$ cat src/rtl/ipsxb_fft_test_pkg.sv
// rtl/ipsxb_fft_test_pkg.sv - state encoding and defaults for the FFT test sequencer
package ipsxb_fft_test_pkg;

    localparam logic [2:0] S_IDLE     = 3'd0;
    localparam logic [2:0] S_DEBOUNCE = 3'd1;
    localparam logic [2:0] S_START    = 3'd2;
    localparam logic [2:0] S_WAIT     = 3'd3;
    localparam logic [2:0] S_DONE     = 3'd4;
    localparam logic [2:0] S_GAP      = 3'd5;

    typedef enum logic [2:0] {
        ST_IDLE     = S_IDLE,
        ST_DEBOUNCE = S_DEBOUNCE,
        ST_START    = S_START,
        ST_WAIT     = S_WAIT,
        ST_DONE     = S_DONE,
        ST_GAP      = S_GAP
    } state_t;

    // Smallest w with 2^w >= value.
    function automatic int clog2_w(input int value);
        int w;
        w = 1;
        while (w < 31 && (32'sd1 << w) < value) w = w + 1;
        return w;
    endfunction

    localparam int DEF_DB_CNT_MAX     = 2048;
    localparam int DEF_TIMEOUT_MAX    = 1 << 20;
    // One bit of headroom above the terminal count.
    localparam int DEF_DB_CNT_WIDTH   = clog2_w(DEF_DB_CNT_MAX) + 1;
    localparam int DEF_TIMEOUT_WIDTH  = clog2_w(DEF_TIMEOUT_MAX) + 1;

endpackage

$ cat src/rtl/ipsxb_fft_start_sync.sv
// rtl/ipsxb_fft_start_sync.sv - 3-flop start-button synchroniser with rise detect
module ipsxb_fft_start_sync #(
    parameter logic [2:0] RST_VAL = 3'b111
) (
    input  logic i_clk,
    input  logic i_rst,
    input  logic i_din,
    output logic o_rise
);

    logic [2:0] sync;

    // Free-running: the button is tracked even while the clock enable is low.
    always_ff @(posedge i_clk) begin
        if (i_rst) begin
            sync <= RST_VAL;
        end else begin
            sync <= {sync[1:0], i_din};
        end
    end

    assign o_rise = sync[1] & ~sync[2];

endmodule

$ cat src/rtl/ipsxb_fft_test_ctrl.sv
// rtl/ipsxb_fft_test_ctrl.sv - multi-channel FFT test sequencer with watchdog and auto-repeat
module ipsxb_fft_test_ctrl
    import ipsxb_fft_test_pkg::*;
#(
    parameter int CH_NUM        = 1,
    parameter int ALM_WIDTH     = 3,
    parameter int DB_CNT_MAX    = DEF_DB_CNT_MAX,
    parameter int DB_CNT_WIDTH  = DEF_DB_CNT_WIDTH,
    parameter int TIMEOUT_MAX   = DEF_TIMEOUT_MAX,
    parameter int TIMEOUT_WIDTH = DEF_TIMEOUT_WIDTH,
    parameter int RUN_CNT_WIDTH = 16
) (
    input  logic                          i_clk,
    input  logic                          i_rst,
    input  logic                          i_aclken,
    input  logic                          i_start_test,
    input  logic                          i_continuous,
    input  logic [CH_NUM-1:0]             i_chk_finished,
    input  logic [CH_NUM-1:0]             i_err,
    input  logic [CH_NUM*ALM_WIDTH-1:0]   i_alm,
    output logic                          o_start_pulse,
    output logic [CH_NUM-1:0]             o_err_ch,
    output logic                          o_err,
    output logic                          o_timeout,
    output logic                          o_busy,
    output logic                          o_done,
    output logic [RUN_CNT_WIDTH-1:0]      o_run_cnt
);

    localparam logic [DB_CNT_WIDTH-1:0]  DB_ONE  = DB_CNT_WIDTH'(1);
    localparam logic [DB_CNT_WIDTH-1:0]  DB_LAST = DB_CNT_WIDTH'(DB_CNT_MAX - 1);
    localparam logic [TIMEOUT_WIDTH-1:0] TO_LAST = TIMEOUT_WIDTH'(TIMEOUT_MAX - 1);

    state_t                    state;
    logic [DB_CNT_WIDTH-1:0]   db_cnt;
    logic [TIMEOUT_WIDTH-1:0]  wd_cnt;
    logic                      start_rise;
    logic [CH_NUM-1:0]         fin_set;
    logic [CH_NUM-1:0]         err_hit;
    logic                      all_fin;
    logic                      err_now;

    ipsxb_fft_start_sync #(
        .RST_VAL(3'b111)
    ) u_start_sync (
        .i_clk  (i_clk),
        .i_rst  (i_rst),
        .i_din  (i_start_test),
        .o_rise (start_rise)
    );

    // A finish level carried over from the previous run never counts: only edges set fin.
    for (genvar k = 0; k < CH_NUM; k++) begin : g_ch
        logic fin_q;
        logic err_q;
        logic chk_q;

        assign fin_set[k]  = fin_q | (i_chk_finished[k] & ~chk_q);
        assign err_hit[k]  = i_err[k] | (|i_alm[k*ALM_WIDTH +: ALM_WIDTH]);
        assign o_err_ch[k] = err_q;

        always_ff @(posedge i_clk) begin
            if (i_rst) begin
                fin_q <= 1'b0;
                err_q <= 1'b0;
                chk_q <= 1'b0;
            end else if (i_aclken) begin
                chk_q <= i_chk_finished[k];
                if (state == ST_START) begin
                    fin_q <= 1'b0;
                    err_q <= 1'b0;
                end else begin
                    if (state == ST_WAIT) fin_q <= fin_set[k];
                    err_q <= err_q | err_hit[k];
                end
            end
        end
    end

    assign all_fin = &fin_set;
    assign err_now = o_err | o_timeout | (|o_err_ch);

    always_ff @(posedge i_clk) begin
        if (i_rst) begin
            state         <= ST_IDLE;
            db_cnt        <= '0;
            wd_cnt        <= '0;
            o_start_pulse <= 1'b0;
            o_err         <= 1'b0;
            o_timeout     <= 1'b0;
            o_busy        <= 1'b0;
            o_done        <= 1'b0;
            o_run_cnt     <= '0;
        end else if (i_aclken) begin
            o_start_pulse <= 1'b0;
            o_err         <= (|o_err_ch) | o_timeout;
            case (state)
                ST_IDLE: begin
                    if (start_rise) begin
                        state  <= ST_DEBOUNCE;
                        db_cnt <= DB_ONE;
                        o_busy <= 1'b1;
                    end
                end
                ST_DEBOUNCE: begin
                    if (db_cnt == DB_LAST) state <= ST_START;
                    else db_cnt <= db_cnt + 1'b1;
                end
                ST_START: begin
                    o_start_pulse <= 1'b1;
                    o_timeout     <= 1'b0;
                    wd_cnt        <= '0;
                    state         <= ST_WAIT;
                end
                // Completion is checked before the watchdog so it wins a same-cycle tie.
                ST_WAIT: begin
                    if (all_fin) begin
                        state  <= ST_DONE;
                        o_busy <= 1'b0;
                        o_done <= 1'b1;
                        if (!o_err && o_run_cnt != '1) o_run_cnt <= o_run_cnt + 1'b1;
                    end else if (wd_cnt == TO_LAST) begin
                        o_timeout <= 1'b1;
                        state     <= ST_DONE;
                        o_busy    <= 1'b0;
                        o_done    <= 1'b1;
                    end else begin
                        wd_cnt <= wd_cnt + 1'b1;
                    end
                end
                ST_DONE: begin
                    if (i_continuous && !err_now) begin
                        state  <= ST_GAP;
                        db_cnt <= DB_ONE;
                        o_busy <= 1'b1;
                        o_done <= 1'b0;
                    end else if (start_rise) begin
                        state  <= ST_DEBOUNCE;
                        db_cnt <= DB_ONE;
                        o_busy <= 1'b1;
                        o_done <= 1'b0;
                    end
                end
                ST_GAP: begin
                    if (!i_continuous) begin
                        state  <= ST_DONE;
                        o_busy <= 1'b0;
                        o_done <= 1'b1;
                    end else if (db_cnt == DB_LAST) begin
                        state <= ST_START;
                    end else begin
                        db_cnt <= db_cnt + 1'b1;
                    end
                end
                default: begin
                    state  <= ST_IDLE;
                    o_busy <= 1'b0;
                    o_done <= 1'b0;
                end
            endcase
        end
    end

endmodule

$ cat config.mk
export PLATFORM = sky130hd
export DESIGN_NAME = ipsxb_fft_test_ctrl
export DESIGN_NICKNAME = d
export VERILOG_FILES = /design/src/rtl/ipsxb_fft_test_pkg.sv /design/src/rtl/ipsxb_fft_start_sync.sv /design/src/rtl/ipsxb_fft_test_ctrl.sv
export SDC_FILE = /design/constraint.sdc
export NUM_CORES = 1
export LEC_CHECK = 0
export CORE_MARGIN = 4
export CORE_UTILIZATION = 51
export CTS_BUF_LIST = sky130_fd_sc_hd__clkbuf_16
export CTS_CLUSTER_DIAMETER = 50
export DETAILED_ROUTE_END_ITERATION = 10
export PLACE_DENSITY = 0.72
export SLEW_MARGIN = 40
export SYNTH_ARGS = -nofsm -noshare
export SYNTH_HDL_FRONTEND = slang
export SYNTH_SLANG_ARGS = --single-unit
$ cat constraint.sdc
create_clock -name i_clk -period 2.4 [get_ports i_clk]
set_input_delay 0.24 -clock i_clk [delete_from_list [all_inputs] [get_ports i_clk]]
set_output_delay 0.24 -clock i_clk [all_outputs]
set_load 0.02 [all_outputs]
### Word-level counts from Yosys, hierarchy flattened

Index checks and enable logic that the tools add are counted.

| word-level totals | value |
|---|---|
| register bits | 63 |
| bits of input ports | 10 |
| output and inout bits | 22 |
| word-level logic and storage cells | 94 |

| operators by class | value |
|---|---|
| add/subtract/negate cells | 3 |
| equal/unequal tests | 15 |
| multiplexer cells | 33 |
| bitwise operators | 12 |
| reductions and logical operators | 18 |

Operators by type and width:

| kind | count |
|---|---|
| 12-bit 2-to-1 mux | 4 |
| 12-bit case mux with 4 select lines | 1 |
| 21-bit 2-to-1 mux | 2 |
| 21-bit case mux with 2 select lines | 1 |
| 21-bit by 1-bit adder with 21-bit output (second input constant) | 1 |
| 21-bit by 20-bit equality test with 1-bit output (second input constant) | 1 |
| 3-bit 2-to-1 mux | 6 |
| 3-bit case mux with 6 select lines | 1 |
| 16-bit by 1-bit adder with 16-bit output (second input constant) | 1 |
| 16-bit != test (second input constant) | 1 |
| 4-bit AND reduction | 4 |
| 1-bit 2-to-1 mux | 15 |
| 12-bit by 1-bit adder with 12-bit output (second input constant) | 1 |
| 12-bit by 11-bit equality test with 1-bit output (second input constant) | 1 |
| 2-bit != test (second input constant) | 4 |
| 3-bit by 2-bit equality test with 1-bit output (second input constant) | 2 |
| 3-bit equality test (second input constant) | 2 |
| 1-bit bitwise OR | 6 |
| 3-bit OR reduction | 2 |
| 1-bit case mux with 5 select lines | 1 |
| 5-bit AND reduction | 1 |
| 1-bit NOT | 4 |
| 1-bit case mux with 4 select lines | 1 |
| 2-bit AND reduction | 2 |
| 13 further kinds | 16 |

### Logic depth before layout (Yosys ltp)

| depth | value |
|---|---|
| depth in word-level cells | 6 |
| gate-level depth with buffers | 8 |
| mapped depth without buffers | 6 |

### Modules after synthesis

From an unflattened synthesis, not the netlist that was laid out.

| second synthesis, totals | value |
|---|---|
| cells, all modules | 406 |
| area, all modules | 3379.5 um^2 |

By module, submodules not included:

| module | times used | cells each | area an instance (um^2) |
|---|---|---|---|
| ipsxb_fft_test_ctrl | 1 | 399 | 3294.4 |
| ipsxb_fft_start_sync | 1 | 7 | 85.1 |

### Worst setup path before layout

Ideal clock, no wire load.

| timing | value |
|---|---|
| kind | reg-to-reg |
| from | register o_run_cnt[5] |
| to | register o_run_cnt[11] |
| library setup time | 123 ps |
| data arrival time | 1880 ps |
| setup slack | 397 ps |
| stages on the path, launching flop included | 8 |
| buffers on the path | 2 |
| path through | dfxtp_1 and4_1 clkbuf_1 and4_1 buf_2 a211oi_2 nand3_1 mux2_1 |

| between the ends | value |
|---|---|
| longest elaborated chain between the ends | 3 |
| elaborated cells on any way between the ends | 4 |
| those cells by class | add/sub: 1; eq/ne: 1; reduce/logical: 2 |

RTL lines:

| what | line | text |
|---|---|---|
| from (decl) | ipsxb_fft_test_ctrl.sv:27 | `output logic [RUN_CNT_WIDTH-1:0] o_run_cnt` |
| from (signal assigned) | ipsxb_fft_test_ctrl.sv:121 | `if (!o_err && o_run_cnt != '1) o_run_cnt <= o_run_cnt + 1'b1;` |
| branches (longest 3 deep; another with 16-bit by 1-bit adder with 16-bit output) | -- |  |

Several ways; the timed one is not identified.
A chain may end at the register's enable or synchronous reset.

### Worst setup path after layout

| timing | value |
|---|---|
| from | register state[1] |
| to | register o_run_cnt[13] |

| between the ends | value |
|---|---|
| longest elaborated chain between the ends | 2 |

RTL lines:

| what | line | text |
|---|---|---|
| from (decl) | ipsxb_fft_test_ctrl.sv:34 | `state_t state;` |
| from (signal assigned) | ipsxb_fft_test_ctrl.sv:85 | `state <= ST_IDLE;` |
| from (signal assigned) | ipsxb_fft_test_ctrl.sv:100 | `state <= ST_DEBOUNCE;` |
| from (signal assigned) | ipsxb_fft_test_ctrl.sv:106 | `if (db_cnt == DB_LAST) state <= ST_START;` |
| 3-bit by 2-bit equality test with 1-bit output | ipsxb_fft_test_ctrl.sv:97 | `case (state)` |
| 4-bit AND reduction (no line) | -- |  |

Every way passes these cells.

==> results.toml <==
[outcome]
status = "finished, final reports clean"

[route]
drt_iter0_markers = 206
antenna_left = 0
wl_per_cell_um = 16.1
routed_wl_um = 8410
viasPerCell = 6.16
vias = 3222
firstDrtPassIters = 4
drc_errors = 0

[critical_path]
r2r_start = "state[1]"
r2r_slack_ns = 0.29
endpoint_kind = "flip-flop"
critPathMaxFanout = 11
cp-start-kind = "flip-flop"
path_cells = "and3b_1, o211ai_1, a211oi_2, nand3_1, mux2_1"
critPathMaxStageDelay_ns = 0.56
cpMaxStageDelayCell = "dfxtp_1"
crit_arrival_ns = 2.32
critPathKind = "flip-flop to flip-flop"
crit_path_end = "o_run_cnt[13]"
crit_start = "state[1]"
reg2reg_to = "o_run_cnt[13]"
crit_required_ns = 2.61
ff2ff_path_depth = 5

[synthesis]
synth_ff_type = "dfxtp_1"
ys_seq_elements = 63
seq_area_frac_synth = 0.375
synth_area_leaders = "dfxtp_1 (38%), a21oi_1 (4.2%), nor2_1 (4.0%)"
synth_top_area_share = 0.375
yosys.area.top_type = "dfxtp_1"
postSynthAreaPerCell_um2 = 8.38
synth_cell_types = 65
synthArstFlopShare = 0
syn_area_mm2 = 0.00336
synthCells = 401
yosys_warnings = 0
synth-edff-count = 0
syn_nets = 414

[cells_and_area]
fin_area_mm2 = 0.00412
final_common_cell = "dfxtp_1"
drive_above_1_share = 0.105
area_delta_synth_final_pct = 22.4
fin_cells = 523
antennaDiodeCount = 0
layout_common_cells = "dfxtp_1 (63), nor2_1 (36), clkdlybuf4s50_1 (31), nand2_1 (28), a21oi_1 (28)"
nets = 454
fin_util = 0.645

[place]
dp_hpwl_um = 5820
gp_congestion = 0.838
placed_area_mm2 = 0.00381
port_buffers = 31
dp_cells = 507

[clock_network]
clock_latency_ns = 0.33
clock_path_buffers = 2
cts_root_buf = "clkbuf_16"
cts.clk_slew.worst_paths_ns = 0.05
tritoncts = "built"
ctsHoldBuffers = 0
post_cts_resized = 0
htreeDepth = 3
cts_sinks = 63
cts_buffers = 9
cts_setup_buffers = 0

[timing]
setup_viol = 0
relSlewSlack = 0.530
fin_setup_tns_ns = 0
slew_violations = 0
post-route-period-util = 0.880
rsz0062_at_grt = "no"
fmaxAchievable_mhz = 473
tightest_slew_ns = 0.696
finClkSkew_ns = 0.00528
hold_viol_final = 0
fin_crit_ns = 2.11

[floorplanning]
core-area_mm2 = 0.00639
die_area_mm2 = 0.00795
num_io_pins = 32
dieWidth_um = 89.2
rows = 29
start_util = 0.526
die_y_um = 89.2

[power_and_ir_drop]
p_per_area_mw_per_mm2 = 642
p_leak_nw = 1.49
ir_worst_vdd_mv = 0.565

[grt]
antenna_found_initial = 0
grt_pass1_vias = 3017
grt_max_degree = 29
grtUsageTotal = 0.226
grt_pass1_wl_um = 14100
overflow = 0

[worst_hold_path]
hp-class = "flip-flop to flip-flop"

[job]
max_cap_viol_count = 0
-- worst max-delay path, delay by kind of cell (launching register included) --
kind	cells	cell delay (ns)
AO/OA/AOI/OAI	2	0.65
flip-flops	1	0.56
AND/OR/NAND/NOR	2	0.44
multiplexers	1	0.35
-- flip-flops by register name, summed over array words and instances, names as in the netlist, 3 cells and up --
register / flops
u_start_sync.sync: 3
wd_cnt: 21
state: 3
db_cnt: 12
o_run_cnt: 16
-- synth_stat cells (all sizes together), types with 3 or more instances --
library cell	count
nand2	28
a21o	4
or3	4
nor2	36
o21ai	9
buf	6
o2bb2ai	3
ha	3
o21a	8
nand3b	3
or4	12
clkbuf	14
and4	7
and3	8
nand4	12
a21oi	28
dfxtp	63
o211ai	4
nor2b	10
and3b	3
nand2b	8
nor4b	3
xnor2	11
or2	4
a31o	4
mux2i	5
nor3b	3
mux2	3
o31ai	11
a211oi	9
nor3	10
nand3	25
a31oi	5
inv	10
-- metal layers --
layer / global-route usage / vias up / wire length [um]
met4: 0.0812 / 0 / 151
met2: 0.370 / 65 / 4130
met5: 0 / - / 0
met3: 0.0636 / 17 / 336
li1: - / 1578 / -
met1: 0.285 / 1562 / 3800
-- stage by stage --
| step | hold slack (ns) | setup slack [ns] | power (W) |
|---|---|---|---|
| after global routing | 0.452 | 0.168 | 0.00274 |
| after detailed placement | 0.428 | 0.0646 | 0.00131 |
| after global placement | 0.410 | 0.134 | 0.00131 |
| after CTS | 0.441 | 0.297 | 0.00266 |
| after floorplan | 0.344 | 0.397 | 0.00123 |
| final | 0.441 | 0.288 | 0.00264 |
-- final cells by class --
class                           count  area [um^2]
Sequential cell                    63         1260
Multi-Input combinational cell    307         1970
Tap cell                           77         96.3
Inverter                           11         41.3
Clock inverter                      7         81.3
Fill cell                         572         2270
Timing Repair Buffer               49          445
Clock buffer                        9          225
-- worst min-delay path by stage --
stage,from,endpoint,slack [ns],cells after the start
2_1_floorplan,i_start_test,u_start_sync.sync[0],0.34,1
3_3_place_gp,u_start_sync.sync[0],u_start_sync.sync[1],0.41,1
4_1_cts,u_start_sync.sync[0],u_start_sync.sync[1],0.44,1
6_report,u_start_sync.sync[0],u_start_sync.sync[1],0.44,1
3_5_place_dp,u_start_sync.sync[0],u_start_sync.sync[1],0.43,1
5_1_grt,u_start_sync.sync[0],u_start_sync.sync[1],0.45,1
-- power breakdown --
part | switching [W] | internal, W
clock | 0.000455 | 0.000893
sequential | 0.0000190 | 0.00106
combinational | 0.000126 | 0.0000900
total | 0.000600 | 0.00204
-- kinds of logic (layout without fill, tap and decap cells) --
group,Yosys count,after routing,synth area share
AND/OR/NAND/NOR,182,182,0.308
AO/OA/AOI/OAI,102,102,0.209
flip-flops,63,63,0.375
buffers and inverters,31,76,0.0402
XOR/XNOR,12,12,0.0313
multiplexers,8,8,0.0249
adder cells (fa/ha/maj),3,3,0.0112
(Power assumes the default switching activity.)
